## src/rtl/adc_ddr_pattern_tx.sv

```systemverilog
// Generates ADC-like DDR rise/fall word pairs with a fixed preamble, a selectable test pattern and a trailing gap.
// Every output is registered, so a start sampled at edge N shows the first preamble word at edge N+1.
module adc_ddr_pattern_tx #(
  parameter int                 DATA_WIDTH   = 8,
  parameter int                 LEN_WIDTH    = 16,
  parameter logic [15:0]        PRBS_SEED    = 16'hACE1,
  parameter int                 PREAMBLE_LEN = 4,
  parameter int                 GAP_LEN      = 2
) (
  input  logic                  clock_in,
  input  logic                  reset,
  input  logic                  start,
  input  logic                  stop,
  input  logic                  continuous,
  input  logic [1:0]            mode,
  input  logic [DATA_WIDTH-1:0] user_word_a,
  input  logic [DATA_WIDTH-1:0] user_word_b,
  input  logic [LEN_WIDTH-1:0]  burst_len,
  output logic [DATA_WIDTH-1:0] data_rise,
  output logic [DATA_WIDTH-1:0] data_fall,
  output logic                  dco_en,
  output logic                  valid,
  output logic                  busy,
  output logic                  done
);

  typedef enum logic [1:0] {IDLE, PREAMBLE, BURST, GAP} state_t;

  state_t                state_q, state_d;
  logic [LEN_WIDTH-1:0]  cnt_q, cnt_d;
  logic [15:0]           lfsr_q, lfsr_d;
  logic [1:0]            mode_q, mode_d;
  logic [DATA_WIDTH-1:0] word_a_q, word_a_d, word_b_q, word_b_d;
  logic [LEN_WIDTH-1:0]  len_q, len_d;
  logic                  cont_q, cont_d;
  logic [DATA_WIDTH-1:0] rise_d, fall_d;
  logic                  dco_d, valid_d, busy_d, done_d;

  always_comb begin
    state_d  = state_q;
    cnt_d    = cnt_q;
    lfsr_d   = lfsr_q;
    mode_d   = mode_q;
    word_a_d = word_a_q;
    word_b_d = word_b_q;
    len_d    = len_q;
    cont_d   = cont_q;
    rise_d   = '0;
    fall_d   = '0;
    dco_d    = 1'b0;
    valid_d  = 1'b0;
    busy_d   = (state_q != IDLE);
    done_d   = 1'b0;

    case (state_q)
      IDLE: begin
        if (start) begin
          mode_d   = mode;
          word_a_d = user_word_a;
          word_b_d = user_word_b;
          len_d    = burst_len;
          cont_d   = continuous;
          cnt_d    = '0;
          lfsr_d   = PRBS_SEED;
          state_d  = (burst_len == '0 && !continuous) ? GAP : PREAMBLE;
        end
      end

      PREAMBLE: begin
        rise_d = DATA_WIDTH'(8'hA5);
        fall_d = DATA_WIDTH'(8'h5A);
        dco_d  = 1'b1;
        if (cnt_q == LEN_WIDTH'(PREAMBLE_LEN - 1)) begin
          cnt_d   = '0;
          state_d = BURST;
        end else begin
          cnt_d = cnt_q + 1'b1;
        end
      end

      BURST: begin
        dco_d   = 1'b1;
        valid_d = 1'b1;
        case (mode_q)
          2'd0: begin
            rise_d = word_a_q;
            fall_d = word_b_q;
          end
          2'd1: begin
            rise_d = DATA_WIDTH'(cnt_q[7:0]);
            fall_d = DATA_WIDTH'(~cnt_q[7:0]);
          end
          2'd2: begin
            rise_d = DATA_WIDTH'(lfsr_q[15:8]);
            fall_d = DATA_WIDTH'(lfsr_q[7:0]);
          end
          default: begin
            rise_d = cnt_q[0] ? DATA_WIDTH'(8'hAA) : DATA_WIDTH'(8'h55);
            fall_d = cnt_q[0] ? DATA_WIDTH'(8'h55) : DATA_WIDTH'(8'hAA);
          end
        endcase
        // Fibonacci x^16+x^14+x^13+x^11+1, one step per payload word
        lfsr_d = {lfsr_q[14:0], lfsr_q[15] ^ lfsr_q[13] ^ lfsr_q[12] ^ lfsr_q[10]};
        cnt_d  = cnt_q + 1'b1;
        if (cont_q ? stop : (cnt_q == len_q - 1'b1)) begin
          cnt_d   = '0;
          state_d = GAP;
        end
      end

      GAP: begin
        if (cnt_q == LEN_WIDTH'(GAP_LEN - 1)) begin
          done_d  = 1'b1;
          cnt_d   = '0;
          state_d = IDLE;
        end else begin
          cnt_d = cnt_q + 1'b1;
        end
      end

      default: state_d = IDLE;
    endcase
  end

  always_ff @(posedge clock_in or posedge reset) begin
    if (reset) begin
      state_q   <= IDLE;
      cnt_q     <= '0;
      lfsr_q    <= PRBS_SEED;
      mode_q    <= '0;
      word_a_q  <= '0;
      word_b_q  <= '0;
      len_q     <= '0;
      cont_q    <= 1'b0;
      data_rise <= '0;
      data_fall <= '0;
      dco_en    <= 1'b0;
      valid     <= 1'b0;
      busy      <= 1'b0;
      done      <= 1'b0;
    end else begin
      state_q   <= state_d;
      cnt_q     <= cnt_d;
      lfsr_q    <= lfsr_d;
      mode_q    <= mode_d;
      word_a_q  <= word_a_d;
      word_b_q  <= word_b_d;
      len_q     <= len_d;
      cont_q    <= cont_d;
      data_rise <= rise_d;
      data_fall <= fall_d;
      dco_en    <= dco_d;
      valid     <= valid_d;
      busy      <= busy_d;
      done      <= done_d;
    end
  end

endmodule
```

## config.mk

```make
export PLATFORM = sky130hd
export DESIGN_NAME = adc_ddr_pattern_tx
export DESIGN_NICKNAME = d
export VERILOG_FILES = /design/src/rtl/adc_ddr_pattern_tx.sv
export SDC_FILE = /design/constraint.sdc
export NUM_CORES = 1
export LEC_CHECK = 0
export CELL_PAD_IN_SITES_DETAIL_PLACEMENT = 0
export CELL_PAD_IN_SITES_GLOBAL_PLACEMENT = 1
export CORE_MARGIN = 5
export CORE_UTILIZATION = 25
export DETAILED_ROUTE_END_ITERATION = 6
export PLACE_DENSITY = 0.62
export SYNTH_ARGS = -nofsm -noshare
export SYNTH_HDL_FRONTEND = slang
export SYNTH_SLANG_ARGS = --single-unit
```

## constraint.sdc

```tcl
create_clock -name clock_in -period 3.7 [get_ports clock_in]
set_clock_uncertainty 0.1 [all_clocks]
set_input_delay 0.37 -clock clock_in [delete_from_list [all_inputs] [get_ports clock_in]]
set_output_delay 0.37 -clock clock_in [all_outputs]
set_load 0.01 [all_outputs]
```

==> flow_summary.json <==
{
  "grt_pass1_wl_mm": 21.33,
  "synth-seq-cells": 89,
  "hold_ws_ns": 0.4060,
  "overflow": 0,
  "seq_area_mm2": 0.002237,
  "status": "complete, no violations",
  "finalSetupTns_ns": 0,
  "cts_setup_buffers": 0,
  "power.density_mw_per_mm2": 820.6,
  "cts_hold_buffers": 0,
  "clock_latency_ns": 0.35,
  "synth-async-reset-ratio": 1.000,
  "vias": 3690,
  "drv_cap": 0,
  "end_kind": "flip-flop",
  "rrSetupSlack_ns": 0.49,
  "crit_path_start_kind": "flip-flop",
  "portBuffers": 58,
  "clk_pin_slew_worst_paths_ns": 0.07,
  "drt_iter0_drc": 241,
  "placed_cells": 727,
  "grt_pass1_vias": 3957,
  "r2r_cells": 8,
  "setup_violations": 0,
  "die_width_um": 147.7,
  "grt_use_total": 0.1214,
  "die_y_um": 147.7,
  "finalCriticalPeriod_ns": 3.213,
  "hpwlAfterDp_mm": 9.303,
  "final_common_cell": "dfrtp_1",
  "firstDrtPassIters": 4,
  "synth.area.top_cells": "dfrtp_1 43%, mux2_2 10%, dfstp_2 4.4%",
  "synth_enable_flop_cells": 0,
  "antenna_found_initial": 0,
  "final.period_utilization": 0.8684,
  "grt_max_degree": 57,
  "cts_sinks": 89,
  "synth-seq-area-share": 0.4719,
  "hold_viol": 0,
  "syn2layout_area_growth_pct": 24.10,
  "tritoncts": "done",
  "worstHoldEndpoint": "word_a_q[1]",
  "antennaDiodeCount": 0,
  "synth_nets": 502,
  "core.rowCount": 50,
  "grt_util_met3": 0.02269,
  "worst_slack_ns": 0.4868,
  "hold_path.class": "flip-flop to flip-flop",
  "r2r_end": "cnt_q[4]",
  "ys_types": 51,
  "wl_mm": 12.77,
  "gp_congestion": 0.8258,
  "ys_warn_count": 0,
  "antenna_left": 0,
  "use_met2": 0.2021,
  "slew_viol_final": 0,
  "num-fill-cells": 1886,
  "cp_slowest_cell": "or4_1",
  "placed_area_mm2": 0.005567,
  "worstHoldStart": "word_a_q[1]",
  "avgSynthCellArea_um2": 10.42,
  "cts_buffer_depth": 2,
  "drc": 0,
  "avgViaCountPerCell": 4.973,
  "syn_inst": 455,
  "syn-cell-area_mm2": 0.004741,
  "crit_required_ns": 3.83,
  "layout-drive-gt1-share": 0.1654,
  "irDropWorstVdd_mv": 0.3236,
  "cts_resized": 0,
  "io-pin-count": 59,
  "root_buffer": "clkbuf_16",
  "busiest_layer": "met2",
  "final_cell_area_mm2": 0.005883,
  "htree_levels": 3,
  "rsz0062_at_grt": "no",
  "fin_cells": 742,
  "yosysTopAreaCell": "dfrtp_1",
  "routedWlPerCell_um": 17.21,
  "place_ws_ns": 0.5064,
  "nets": 551,
  "synth_top_cell_area_share": 0.4276,
  "grt_util_met1": 0.1617,
  "timing.slew.headroom": 0.3036,
  "p_leak_nw": 2.353,
  "cts_inserted_buffers": 9,
  "core_mm2": 0.01871,
  "crit_chain": "or3_4 > or3_1 > or4_1 > a2111oi_2 > a31oi_1 > o21ai_1 > o21ai_0 > o2bb2ai_1",
  "synthFlopType": "dfrtp_1",
  "critPathKind": "flip-flop to flip-flop",
  "fmax_mhz": 311.2,
  "arrival_ns": 3.34,
  "worstMarginPinSlew_ns": 1.045,
  "multiInputGateArea_mm2": 0.002335,
  "die-area_mm2": 0.02182,
  "initial_utilization": 0.2534,
  "final_cell_mix": "81 x dfrtp_1, 58 x clkdlybuf4s50_1, 43 x mux2_2, 26 x o21ai_0",
  "max_stage_delay_ns": 0.50,
  "whs_path_depth": 1,
  "worstPathMaxFanout": 7,
  "reg2reg_from": "len_q[6]"
}
## how the worst max path moves through the flow
| stage | from | endpoint | slack [ns] | depth (start not counted) |
|---|---|---|---|---|
| after floorplan | len_q[6] | cnt_q[1] | 0.78 | 9 |
| after global placement | len_q[6] | cnt_q[13] | 0.55 | 8 |
| after detailed placement | len_q[6] | cnt_q[4] | 0.51 | 8 |
| after CTS | len_q[6] | cnt_q[4] | 0.50 | 8 |
| after global routing | len_q[0] | cnt_q[4] | 0.23 | 8 |
| final | len_q[6] | cnt_q[4] | 0.49 | 8 |
## stage by stage
step / power (mW) / util
after floorplan: 3.189 / -
after global placement: 3.802 / 0.2976
after detailed placement: 3.857 / 0.2976
after CTS: 4.869 / 0.3145
after global routing: 5.185 / 0.3145
final: 4.828 / 0.3145
## state kept, by name, summed over array words and instances (netlist names), 2 cells and up
register,cells
data_fall,8
lfsr_q,16
word_a_q,8
cnt_q,16
word_b_q,8
len_q,16
data_rise,8
state_q,2
mode_q,2
## area by class of cell
cell class,instances,area share
clock buffer,9,0.03828
clock inverter,6,0.01553
inverter,14,0.009145
timing repair buffer,67,0.1102
tap,234,0.04977
sequential,89,0.3803
multi-input combinational,323,0.3969
## cell families after synthesis
| family | share of synthesized area |
|---|---|
| buffers and inverters | 0.03563 |
| and+or+nand+nor | 0.1325 |
| DFF | 0.4719 |
| muxes | 0.1465 |
| AOI/OAI and AO/OA | 0.1481 |
| adders and majority gates | 0.02111 |
| xor gates and xnor gates | 0.04434 |
## power by group
part / switching [mW] / internal, mW / leakage, nW
registers: 0.414 / 1.38 / 1.11
logic: 1.05 / 0.987 / 1.09
clock network: 0.405 / 0.593 / 0.156
total: 1.87 / 2.96 / 2.35
## Yosys cell counts (all sizes together), types with 4 or more instances
library cell and instances:
or3 6, nand2b 9, dfrtp 81, o2bb2ai 7
mux2 43, a22oi 8, xnor2 13, o21ai 30
o311ai 4, xor2 11, dfstp 8, inv 14
nand3 12, or4 5, nand2 25, a21oi 18
mux2i 21, nor3 7, and3 9, ha 8
nor4 9, nor2 22, nand4 6, o22ai 25
clkbuf 27
## metal layers
layer / share of wire / wire length, um
met5: 0 / 0
met4: 0.0088 / 113
met3: 0.035 / 451
met2: 0.49 / 6293
met1: 0.46 / 5914
## worst max-delay path: cells and delay by family, from the launching register on
family / cells / cell delay [ns]
and+or+nand+nor: 3 / 1.27
AOI/OAI and AO/OA: 5 / 1.27
DFF: 1 / 0.45
Note: power is estimated with default switching activity, not from simulation.
